### config.mk
export PLATFORM = sky130hd
export DESIGN_NAME = counter_updown
export DESIGN_NICKNAME = d
export VERILOG_FILES = /design/src/rtl/counter_pkg.sv /design/src/rtl/counter_step.sv /design/src/rtl/counter_updown.sv
export SDC_FILE = /design/constraint.sdc
export NUM_CORES = 1
export LEC_CHECK = 0
export BUFFER_PORTS_ARGS = -buffer_cell sky130_fd_sc_hd__buf_2
export CORE_MARGIN = 3
export CORE_UTILIZATION = 51
export DETAILED_ROUTE_END_ITERATION = 12
export PLACE_DENSITY = 0.86
export SYNTH_ARGS = -nofsm -noshare
export SYNTH_HDL_FRONTEND = slang
export SYNTH_SLANG_ARGS = --single-unit
### constraint.sdc
create_clock -name clk -period 2.4 [get_ports clk]
set_input_delay 0.36 -clock clk [delete_from_list [all_inputs] [get_ports clk]]
set_output_delay 0.36 -clock clk [all_outputs]
set_load 0.005 [all_outputs]
### src/rtl/counter_pkg.sv
// Shared types and helpers for the counter family.
package counter_pkg;

    typedef enum logic {
        CNT_WRAP = 1'b0,
        CNT_SAT  = 1'b1
    } cnt_mode_e;

    // Highest legal count value: MODULUS-1, or all-ones when MODULUS is 0.
    function automatic int unsigned cnt_top(input int unsigned width, input int unsigned modulus);
        longint unsigned full;
        full = (64'd1 << width) - 64'd1;
        return (modulus == 0) ? 32'(full) : (modulus - 32'd1);
    endfunction

endpackage

### src/rtl/counter_step.sv
// Combinational next-count and event-flag logic for counter_updown.
module counter_step
    import counter_pkg::*;
#(
    parameter int unsigned WIDTH   = 8,
    parameter int unsigned MODULUS = 0,
    parameter cnt_mode_e   MODE    = CNT_WRAP
) (
    input  logic [WIDTH-1:0] q_i,
    input  logic [WIDTH-1:0] data_in_i,
    input  logic             ld_i,
    input  logic             inc_i,
    input  logic             dec_i,
    output logic [WIDTH-1:0] q_next_o,
    output logic             carry_next_o,
    output logic             borrow_next_o,
    output logic             ld_err_next_o
);

    localparam logic [WIDTH:0]   TOP_W = (WIDTH+1)'(cnt_top(WIDTH, MODULUS));
    localparam logic [WIDTH-1:0] TOP_Q = WIDTH'(TOP_W);

    logic [WIDTH:0] q_ext;
    logic [WIDTH:0] data_ext;

    assign q_ext    = {1'b0, q_i};
    assign data_ext = {1'b0, data_in_i};

    // Load beats counting; the limit compare is against TOP, never rollover.
    always_comb begin
        q_next_o      = q_i;
        carry_next_o  = 1'b0;
        borrow_next_o = 1'b0;
        ld_err_next_o = 1'b0;
        if (ld_i) begin
            if (data_ext > TOP_W) begin
                q_next_o      = TOP_Q;
                ld_err_next_o = 1'b1;
            end else begin
                q_next_o = data_in_i;
            end
        end else if (inc_i && !dec_i) begin
            if (q_ext >= TOP_W) begin
                carry_next_o = 1'b1;
                q_next_o     = (MODE == CNT_WRAP) ? '0 : TOP_Q;
            end else begin
                q_next_o = WIDTH'(q_ext + (WIDTH+1)'(1));
            end
        end else if (dec_i && !inc_i) begin
            if (q_ext == '0) begin
                borrow_next_o = 1'b1;
                q_next_o      = (MODE == CNT_WRAP) ? TOP_Q : '0;
            end else begin
                q_next_o = WIDTH'(q_ext - (WIDTH+1)'(1));
            end
        end
    end

endmodule

### src/rtl/counter_updown.sv
// Parametrised up/down counter with modulus, wrap/saturate, event pulses and terminal flags.
module counter_updown
    import counter_pkg::*;
#(
    parameter int unsigned WIDTH   = 8,
    parameter int unsigned MODULUS = 0,
    parameter cnt_mode_e   MODE    = CNT_WRAP
) (
    input  logic             clk,
    input  logic             rst,
    input  logic [WIDTH-1:0] data_in,
    input  logic             ld,
    input  logic             inc,
    input  logic             dec,
    output logic [WIDTH-1:0] q,
    output logic             carry,
    output logic             borrow,
    output logic             tc_max,
    output logic             tc_zero,
    output logic             ld_err
);

    localparam logic [WIDTH-1:0] TOP_Q = WIDTH'(cnt_top(WIDTH, MODULUS));

    if (WIDTH < 2 || WIDTH > 32) begin : g_bad_width
        $error("counter_updown: WIDTH must be 2..32");
    end
    if (!(MODULUS == 0 || (MODULUS >= 2 && 64'(MODULUS) <= (64'd1 << WIDTH)))) begin : g_bad_modulus
        $error("counter_updown: MODULUS must be 0 or 2..2^WIDTH");
    end

    logic [WIDTH-1:0] q_q, q_d;
    logic             carry_q, carry_d;
    logic             borrow_q, borrow_d;
    logic             ld_err_q, ld_err_d;

    counter_step #(
        .WIDTH   (WIDTH),
        .MODULUS (MODULUS),
        .MODE    (MODE)
    ) u_step (
        .q_i           (q_q),
        .data_in_i     (data_in),
        .ld_i          (ld),
        .inc_i         (inc),
        .dec_i         (dec),
        .q_next_o      (q_d),
        .carry_next_o  (carry_d),
        .borrow_next_o (borrow_d),
        .ld_err_next_o (ld_err_d)
    );

    always_ff @(posedge clk) begin
        if (rst) begin
            q_q      <= '0;
            carry_q  <= 1'b0;
            borrow_q <= 1'b0;
            ld_err_q <= 1'b0;
        end else begin
            q_q      <= q_d;
            carry_q  <= carry_d;
            borrow_q <= borrow_d;
            ld_err_q <= ld_err_d;
        end
    end

    assign q       = q_q;
    assign carry   = carry_q;
    assign borrow  = borrow_q;
    assign ld_err  = ld_err_q;
    // Terminal flags decode the registered count directly.
    assign tc_max  = (q_q == TOP_Q);
    assign tc_zero = (q_q == '0);

endmodule

-- Yosys cells after proc, flatten, opt, wreduce, memory -nomap -nowiden
Cells that the tools add are included.
- reductions and logical operators: 10
- bitwise gates (word level): 3
- add/subtract/negate cells: 2
- eq/ne operators: 1
- muxes and demuxes: 9
- magnitude comparators: 2
- operator list (kind ; count):
    8-bit 2-to-1 mux ; 6
    9-bit logical NOT ; 1
    8-bit by 1-bit adder with 8-bit output, second input constant ; 1
    8-bit == test, second input constant ; 1
    8-bit greater-or-equal comparator, second input constant ; 1
    8-bit > comparator, second input constant ; 1
    8-bit logical NOT ; 1
    8-bit by 1-bit subtractor with 8-bit output, second input constant ; 1
    4-bit OR reduction ; 1
    1-bit 2-to-1 mux ; 3
    1-bit inverter ; 3
    3-bit nonzero test ; 1
    3-bit OR reduction ; 1
    1-bit logical AND ; 2
    1-bit logical NOT ; 2
    2-bit OR reduction ; 1
- logic and storage cells: 31
- output and inout port bits: 13
- bits in registers: 11

-- Longest topological paths before layout
Gate-level depths: netlist of the first run.
- depth in word-level cells: 5
- depth in mapped cells: 7
- mapped depth without buffers: 6

-- Modules after synthesis
A second synthesis of the first run with hierarchy kept.
- cell total of the unflattened synthesis: 126
- area, all modules: 959.7 um2
- modules (own cells, without submodules) (module ; times used ; cells each ; area each (um2) ; seq. area each (um2)):
    counter_step ; 1 ; 97 ; 631.9 ; 0.0
    counter_updown ; 1 ; 29 ; 327.8 ; 220.2

-- Least setup slack after synthesis of the first run
No wires, ideal clock.
- kind: register to register
- start point: register q_q[0], in the netlist q[0]
- end point: register q_q[7], in the netlist q[7]
- stages on the path, launching flop included: 6
- data arrival time: 1610 ps
- required time: 2309 ps
- path buffers: 0
- slack: 699 ps
- path through: dfxtp_1 > ha_1 > and3_1 > o211a_1 > or4_1 > a311oi_1
- cells in the longest elaborated chain, start to end: 5
- elaborated cells between the ends (all ways): 9
- those cells by class: add/sub (2); order compare (1); mux (5); reduce/logical (1)
- RTL lines (element ; line ; text):
    start: declaration ; counter_updown.sv:32 ; logic [WIDTH-1:0] q_q, q_d;
    start signal: assignment ; counter_updown.sv:60 ; q_q <= q_d;
    8-bit by 1-bit subtractor with 8-bit output or 9-bit logical NOT (tied branches) ; counter_step.sv:54, counter_step.sv:50 ;
    8-bit 2-to-1 mux ; counter_step.sv:50 ; if (q_ext == '0) begin
    8-bit 2-to-1 mux ; counter_step.sv:49 ; end else if (dec_i && !inc_i) begin
    8-bit 2-to-1 mux (*) ; counter_step.sv:42 ; end else if (inc_i && !dec_i) begin
    8-bit 2-to-1 mux (*) ; counter_step.sv:35 ; if (ld_i) begin
Every way passes the cells marked *; elsewhere a longest branch is shown, timed or not. The select of a mux whose other input is x is not followed.
A chain may end at the register's enable or synchronous reset.

-- Final worst setup path of the first run
- start point: register q_q[3], in the netlist q[3]
- end point: output port tc_zero
- cells in the longest elaborated chain, start to end: 1
- RTL lines (element ; line ; text):
    8-bit logical NOT ; counter_updown.sv:73 ; assign tc_zero = (q_q == '0);
    end: declaration ; counter_updown.sv:19 ; output logic tc_zero,
Every way passes these cells.

==> results.md, run 1 <==
- Mapped Area: around 920 um^2
- Die extent in y: between 40 and 50 um
- Initial antenna violation count: 0
- Post-CTS Setup Repair Bufs: 0
- Worst R2R Path Depth: 4
- Resize count post-CTS: 0
- Crit path launch type: register
- Clk_skew: 0.00393 ns
- Num rows: 14
- Ys flop type: dfxtp_1
- Share of cells above drive strength 1: a little under a quarter
- Synth unique cells: 45
- Final period util: 89.1%
- Clk slew on worst S/H paths: about 0.080 ns
- Cells after synthesis: 122
- Wire length per cell: between 15 and 20 um
- Critical path type: register to output pin
- EDFF count, synth: 0
- DP Area: 1040 um^2
- RD Place Congestion: 0.899
- Async set or reset register ratio after synthesis: 0%
- CP arrival: ~1.8 ns
- Setup TNS Final: 0 ns
- Hold depth: 3
- Global Route Usage Sum: 23.2%
- Final Core Density: between 60% and 70%
- Vias: 1047
- CP endpoint kind: output pin
- Worst slew pin tran: approximately 0.64 ns
- Cts hold-fix bufs: 0
- Die Wd: between 40 and 50 um
- Post-route cell area: 1070 um^2
- Cell area power density: 539 nW/um^2
- Worst vdd ir: about 0.36 mV
- Core area: between 1500 and 2000 um^2
- CTS Buf Count: 3
- Max-slew violations: 0
- Vias per cell: approximately 6.3
- Vias in the first global route: 908
- H-tree depth: 1
- Status: finished, final reports clean
- ANT nets after route: 0
- Unrepaired setup endpoints after global routing: false
- Ant. Diodes: 0
- Max-slew headroom: between 50% and 60%
- CTS tree: built
- Avg Cell Area, Syn: around 7.6 um^2
- LEAKAGE: 0.000451 uW
- Syn Nets: about 140
- Fin crit period: 2.14 ns
- Global-route wire length before repair: 4350 um
- Max Fclk: between 400 and 500 MHz
- DIE AREA: around 2400 um^2
- Final net count: approximately 160
- Largest net degree at the start of global routing: 19
- Placed wire-length estimate: 1930 um
- Gr ovfl total: 0
- Final WL: 2650 um
- Worst EP required: about 2 ns
- Worst skew pair latency: 0.28 ns
- Flops & latches, synth: 10
- Maximum clock insertion buffer count: 2
- Initial DRC Count: 66
- Final setup fails: 0
- Initial DRT Pass Iterations: 4
- Min-Delay Path Class: input port to register
- CTS Sinks: 10
- Initial core utilization: between 50% and 60%
- Total of max-cap violations: 0
- CTS Root Cell: clkbuf_4
- I/O Pins: 26
- Worst-path maximum fanout: 14
- Port Buffers: 24
- Sequential element share of the synthesized area: 21.7%
- Final Hold Fails: 0
- Synth Warn #: 0
- Area delta synth->final: 16.4%
- # DRC: 0
## critical path, cell delays in order (launching register included)
cell and delay [ns]:
dfxtp_1 0.45, or4_1 0.73, nor2_4 0.19, buf_2 0.13
## flip-flops by register name (all words and copies together), names as in the netlist
signal,cells
carry,1
borrow,1
q,8
## area by class of cell
class | instances | area, um^2
Multi-Input combinational cell | 96 | 653
Fill cell | 133 | 520
Sequential cell | 10 | 200
Timing Repair Buffer | 25 | 128
Clock buffer | 4 | 36.3
Tap cell | 24 | 30.0
Inverter | 7 | 26.3
## layout by cell type (no fill, tap or decap), types with 3 or more instances in the layout
cell type	Yosys	layout
nor2_1	7	7
nor3b_1	3	3
inv_1	7	7
a21oi_1	8	8
a311oi_1	3	3
buf_2	4	24
o21ai_0	3	3
nand2_1	5	5
nand3_1	7	7
ha_1	3	3
nor3_1	4	4
dfxtp_1	10	10
nor2b_1	4	4
clkbuf_4	0	3
xnor2_1	5	5
o211ai_1	7	7
## cell families after synthesis
logic type / count (synthesis) / synth area share (%)
AO/OA/AOI/OAI: 39 / 31.2
XOR/XNOR: 5 / 4.75
adder cells (fa/ha/maj): 3 / 4.07
buffers and inverters: 16 / 7.46
flip-flops: 10 / 21.7
multiplexers: 1 / 1.09
other: 1 / 0.407
AND/OR/NAND/NOR: 47 / 29.3
## through the flow
step | setup WS, ns | power, uW | cells | hold slack [ns]
finish | 0.262 | 578 | 166 | 0.343
global route | 0.192 | 613 | 166 | 0.349
CTS | 0.295 | 575 | 166 | 0.342
detailed placement | 0.560 | 413 | 162 | 0.600
global placement | 0.596 | 407 | 162 | 0.581
floorplan | 0.699 | 360 | 122 | 0.522
## layer usage
| metal | share of wire, % | track usage (%) |
|---|---|---|
| met5 | 0 | 0 |
| met4 | 1.7 | 10.4 |
| met3 | 9.9 | 5.21 |
| met2 | 46 | 34.6 |
| met1 | 42 | 31.6 |
## worst paths after layout
check	from	end	slack [ns]
hold reg to reg	q[6]	q[6]	0.61
setup reg to reg	q[3]	q[7]	0.51
hold / removal	data_in[1]	q[1]	0.34
setup / recovery	q[3]	tc_zero	0.26
## power by group
part / total [uW] / leakage [uW] / switching, uW / internal (uW)
clock network: 162 / 0.0000210 / 69.5 / 92.3
logic: 200 / 0.000348 / 109 / 90.8
registers: 217 / 0.0000825 / 37.0 / 180
## cells in the mapped netlist, types with 3 or more instances
master	number	area, um^2
dfxtp_1	10	200
nand3_1	7	35.0
xnor2_1	5	43.8
nor2b_1	4	25.0
inv_1	7	26.3
a21oi_1	8	40.0
o211ai_1	7	52.6
o21ai_0	3	15.0
a311oi_1	3	26.3
ha_1	3	37.5
nor3b_1	3	22.5
clkbuf_1	4	15.0
nand2_1	5	18.8
nor3_1	4	20.0
buf_2	4	20.0
nor2_1	7	26.3
(Power assumes the default switching activity.)
==> run 2, diff against run 1 <==
--- a/config.mk
+++ b/config.mk
@@ -5,6 +5,7 @@
 export SDC_FILE = /design/constraint.sdc
 export NUM_CORES = 1
 export LEC_CHECK = 0
+export ABC_AREA = 1
 export BUFFER_PORTS_ARGS = -buffer_cell sky130_fd_sc_hd__buf_2
 export CORE_MARGIN = 3
 export CORE_UTILIZATION = 51
==> run 2 against run 1 <==
Clock skew is 0.0018 ns higher. Sequential power down 3%. Design area is 3.1% higher. Global-route usage about the same. Worst setup slack improved by 0.23 ns. Power fell by 0.18%. Sequential share of layout area down 0.57 points.
==> results.md, run 2 <==
- Critical Path Start: q[0] (was q[3])
- Internal power of the cells: 353 uW (was 363 uW)
- Fin crit period: 1.91 ns (was 2.14 ns)
- Port Buffers: 24 (unchanged)
- Final period util: 79.5% (was 89.1%)
- Initial core utilization: 54.8% (was 57.8%)
- Initial antenna violation count: 0 (unchanged)
- Vias per cell: 5.29 (was 6.31)
- CP endpoint kind: output pin (unchanged)
- Final WL: 2570 um (was 2650 um)
- Synth top area cells: dfxtp_1 (21%), nand2_1 (19%), nand3_1 (8.4%) (was dfxtp_1 (22%), o211ai_1 (5.7%), xnor2_1 (4.7%))
- Yosys top cell by area: dfxtp_1 (unchanged)
- Cts hold-fix bufs: 0 (unchanged)
- Status: finished, final reports clean (unchanged)
- Setup TNS Final: 0 ns (unchanged)
- Worst R2R Start: q[0] (was q[3])
- Max Fclk: 524 MHz (was 468 MHz)
- Top cell type's share of synthesized area: 20.9% (was 21.7%)
- Cells after synthesis: 158 (was 122)
- Maximum clock insertion buffer count: 2 (unchanged)
- Cell area power density: 521 nW/um^2 (was 539 nW/um^2)
- Ys flop type: dfxtp_1 (unchanged)
- Min-delay src: rst (was data_in[1])
- Final net count: 199 (was 159)
- Initial DRT Pass Iterations: 5 (was 4)
- Syn Nets: 174 (was 138)
- Global Route Usage Sum: 23.2% (about the same)
- Avg Cell Area, Syn: 6.06 um^2 (was 7.56 um^2)
- ANT nets after route: 0 (unchanged)
- LEAKAGE: 0.000586 uW (was 0.000451 uW)
- DIE AREA: 2430 um^2 (was 2350 um^2)
- Flops & latches, synth: 10 (unchanged)
- Reg power frac: 36.6% (was 37.5%)
- Met3 wire length: 302 um (was 263 um)
- RD Place Congestion: 0.952 (was 0.899)
- Total of max-cap violations: 0 (unchanged)
- Clk slew on worst S/H paths: 0.06 ns (was 0.08 ns)
- Psw: 224 uW (was 215 uW)
- Share of cells above drive strength 1: 27.5% (was 23.9%)
- Crit path launch type: register (unchanged)
- Sw Share: 38.8% (was 37.2%)
- CTS tree: built (unchanged)
- Top post-synthesis cells by count: nand2_1 (48), inv_1 (16), nand3_1 (16) (was dfxtp_1 (10), a21oi_1 (8))
- Resize count post-CTS: 0 (unchanged)
- Clock Power Share: 26.7% (was 28.0%)
- Die extent in y: 49.3 um (was 48.5 um)
- Synth Warn #: 0 (unchanged)
- CP arrival: 1.55 ns (was 1.78 ns)
- Mapped Area: 957 um^2 (was 922 um^2)
- Commonest non-fill, non-tap cell in the layout: nand2_1 (was buf_2)
- Area delta synth->final: 15.7% (was 16.4%)
- Highest routed metal layer: met4 (unchanged)
- Commonest non-fill, non-tap cells in the layout: nand2_1 (48), buf_2 (24), inv_1 (16), nand3_1 (16), nor2_1 (12) (was buf_2 (24), dfxtp_1 (10), a21oi_1 (8))
- Die Wd: 49.3 um (was 48.5 um)
- Vias in the first global route: 1000 (was 908)
- I/O Pins: 26 (unchanged)
- WL met1: 998 um (was 1130 um)
- Synth unique cells: 27 (was 45)
- CTS Buf Count: 3 (unchanged)
- Max reg flops: 8 (unchanged)
- Worst EP required: 2.04 ns (about the same)
- Largest net degree at the start of global routing: 16 (was 19)
- H-tree depth: 1 (unchanged)
- CTS Root Cell: clkbuf_4 (unchanged)
- EDFF count, synth: 0 (unchanged)
- Sequential element share of the synthesized area: 20.9% (was 21.7%)
- Worst vdd ir: 0.377 mV (was 0.356 mV)
- Critical path type: register to output pin (unchanged)
- Num rows: 15 (was 14)
- Multi-input combinational cell area: 631 um^2 (was 653 um^2)
- R2R Setup Slk: 0.84 ns (was 0.51 ns)
- Unrepaired setup endpoints after global routing: false (unchanged)
- Final Hold Fails: 0 (unchanged)
- Combinational power share: 36.7% (was 34.5%)
- # DRC: 0 (unchanged)
- Async set or reset register ratio after synthesis: 0% (unchanged)
- Top-count cell post-synth: nand2_1 (was dfxtp_1)
- Placed wire-length estimate: 1990 um (was 1930 um)
- Worst skew pair latency: 0.27 ns (was 0.28 ns)
- Worst-path maximum fanout: 7 (was 14)
- Global-route wire length before repair: 4400 um (was 4350 um)
- Gr ovfl total: 0 (unchanged)
- Met2 Wirelength: 1160 um (was 1220 um)
- Final setup fails: 0 (unchanged)
- Clk_skew: 0.00575 ns (was 0.00393 ns)
- Ant. Diodes: 0 (unchanged)
- Final Core Density: 63.4% (was 67.3%)
- Wire length per cell: 12.4 um (was 16.0 um)
- # fillers: 159 (was 133)
- Core area: 1750 um^2 (was 1590 um^2)
- FF+latch area: 200 um^2 (unchanged)
- Vias: 1096 (was 1047)
- Max-slew violations: 0 (unchanged)
- CTS Sinks: 10 (unchanged)
- Post-CTS Setup Repair Bufs: 0 (unchanged)
- Min-Delay Path Class: input port to register (unchanged)
- Initial DRC Count: 79 (was 66)
-- run 2: cell types whose count changed in the layout (fill, tap and decap cells not counted), moves of 6 or more --
cell / delta
o211ai_1: -7
inv_2: +6
nand2_1: +43
nand3_1: +9
inv_1: +9
-- run 2: cell families after synthesis --
| kind of cell | Yosys count | share of synthesized area (%) |
|---|---|---|
| flops | 10 | 20.9 |
| buf+inv | 27 | 13.2 |
| fa+ha+maj | 3 | 3.92 |
| other cells | 1 | 0.392 |
| compound gates | 24 | 14.5 |
| xor+xnor | 2 | 1.83 |
| simple gates | 91 | 45.2 |
-- run 2: stage by stage --
step / setup WS [ns] / area (um^2) / hold WS, ns / instances / total power (uW)
after CTS: 0.521 / 1110 / 0.324 / 207 / 570
after floorplan: 1.07 / 957 / 0.431 / 158 / 361
final: 0.492 / 1110 / 0.325 / 207 / 577
after global routing: 0.391 / 1110 / 0.318 / 207 / 620
after global placement: 0.881 / 1070 / 0.598 / 203 / 412
after detailed placement: 0.844 / 1070 / 0.594 / 203 / 419
-- run 2: cell type report --
cell class | count | share of cell area, %
multi-input combinational | 121 | 56.9
clock buffer | 4 | 3.28
inverter | 23 | 8.02
tap | 25 | 2.82
timing repair buffer | 24 | 10.8
sequential | 10 | 18.1
-- run 2: critical path: stages, from the launching register on --
cell,delay (ns)
dfxtp_1,0.48
ha_1,0.23
nand2_2,0.10
nor2_2,0.15
nand2_1,0.12
inv_2,0.09
buf_2,0.11
-- run 2: path summary, 6_finish.rpt --
| kind | to | depth (start not counted) |
|---|---|---|
| setup / recovery | tc_max | 6 |
| hold / removal | carry | 2 |
| setup reg to reg | q[5] | 8 |
| hold reg to reg | q[7] | 2 |
-- run 2: metal layers --
metal,vias to the layer above,GRT usage [%]
li1,548,-
met1,456,28.6
met2,71,37.3
met3,21,6.42
met4,0,10.4
met5,-,0
-- run 2: power by group through the flow --
stage | sequential, uW | clock [uW] | combinational [uW]
final | 211 | 154 | 212
after global routing | 213 | 171 | 236
after CTS | 210 | 154 | 207
after detailed placement | 213 | 0 | 206
after global placement | 213 | 0 | 199
after floorplan | 206 | 0 | 155
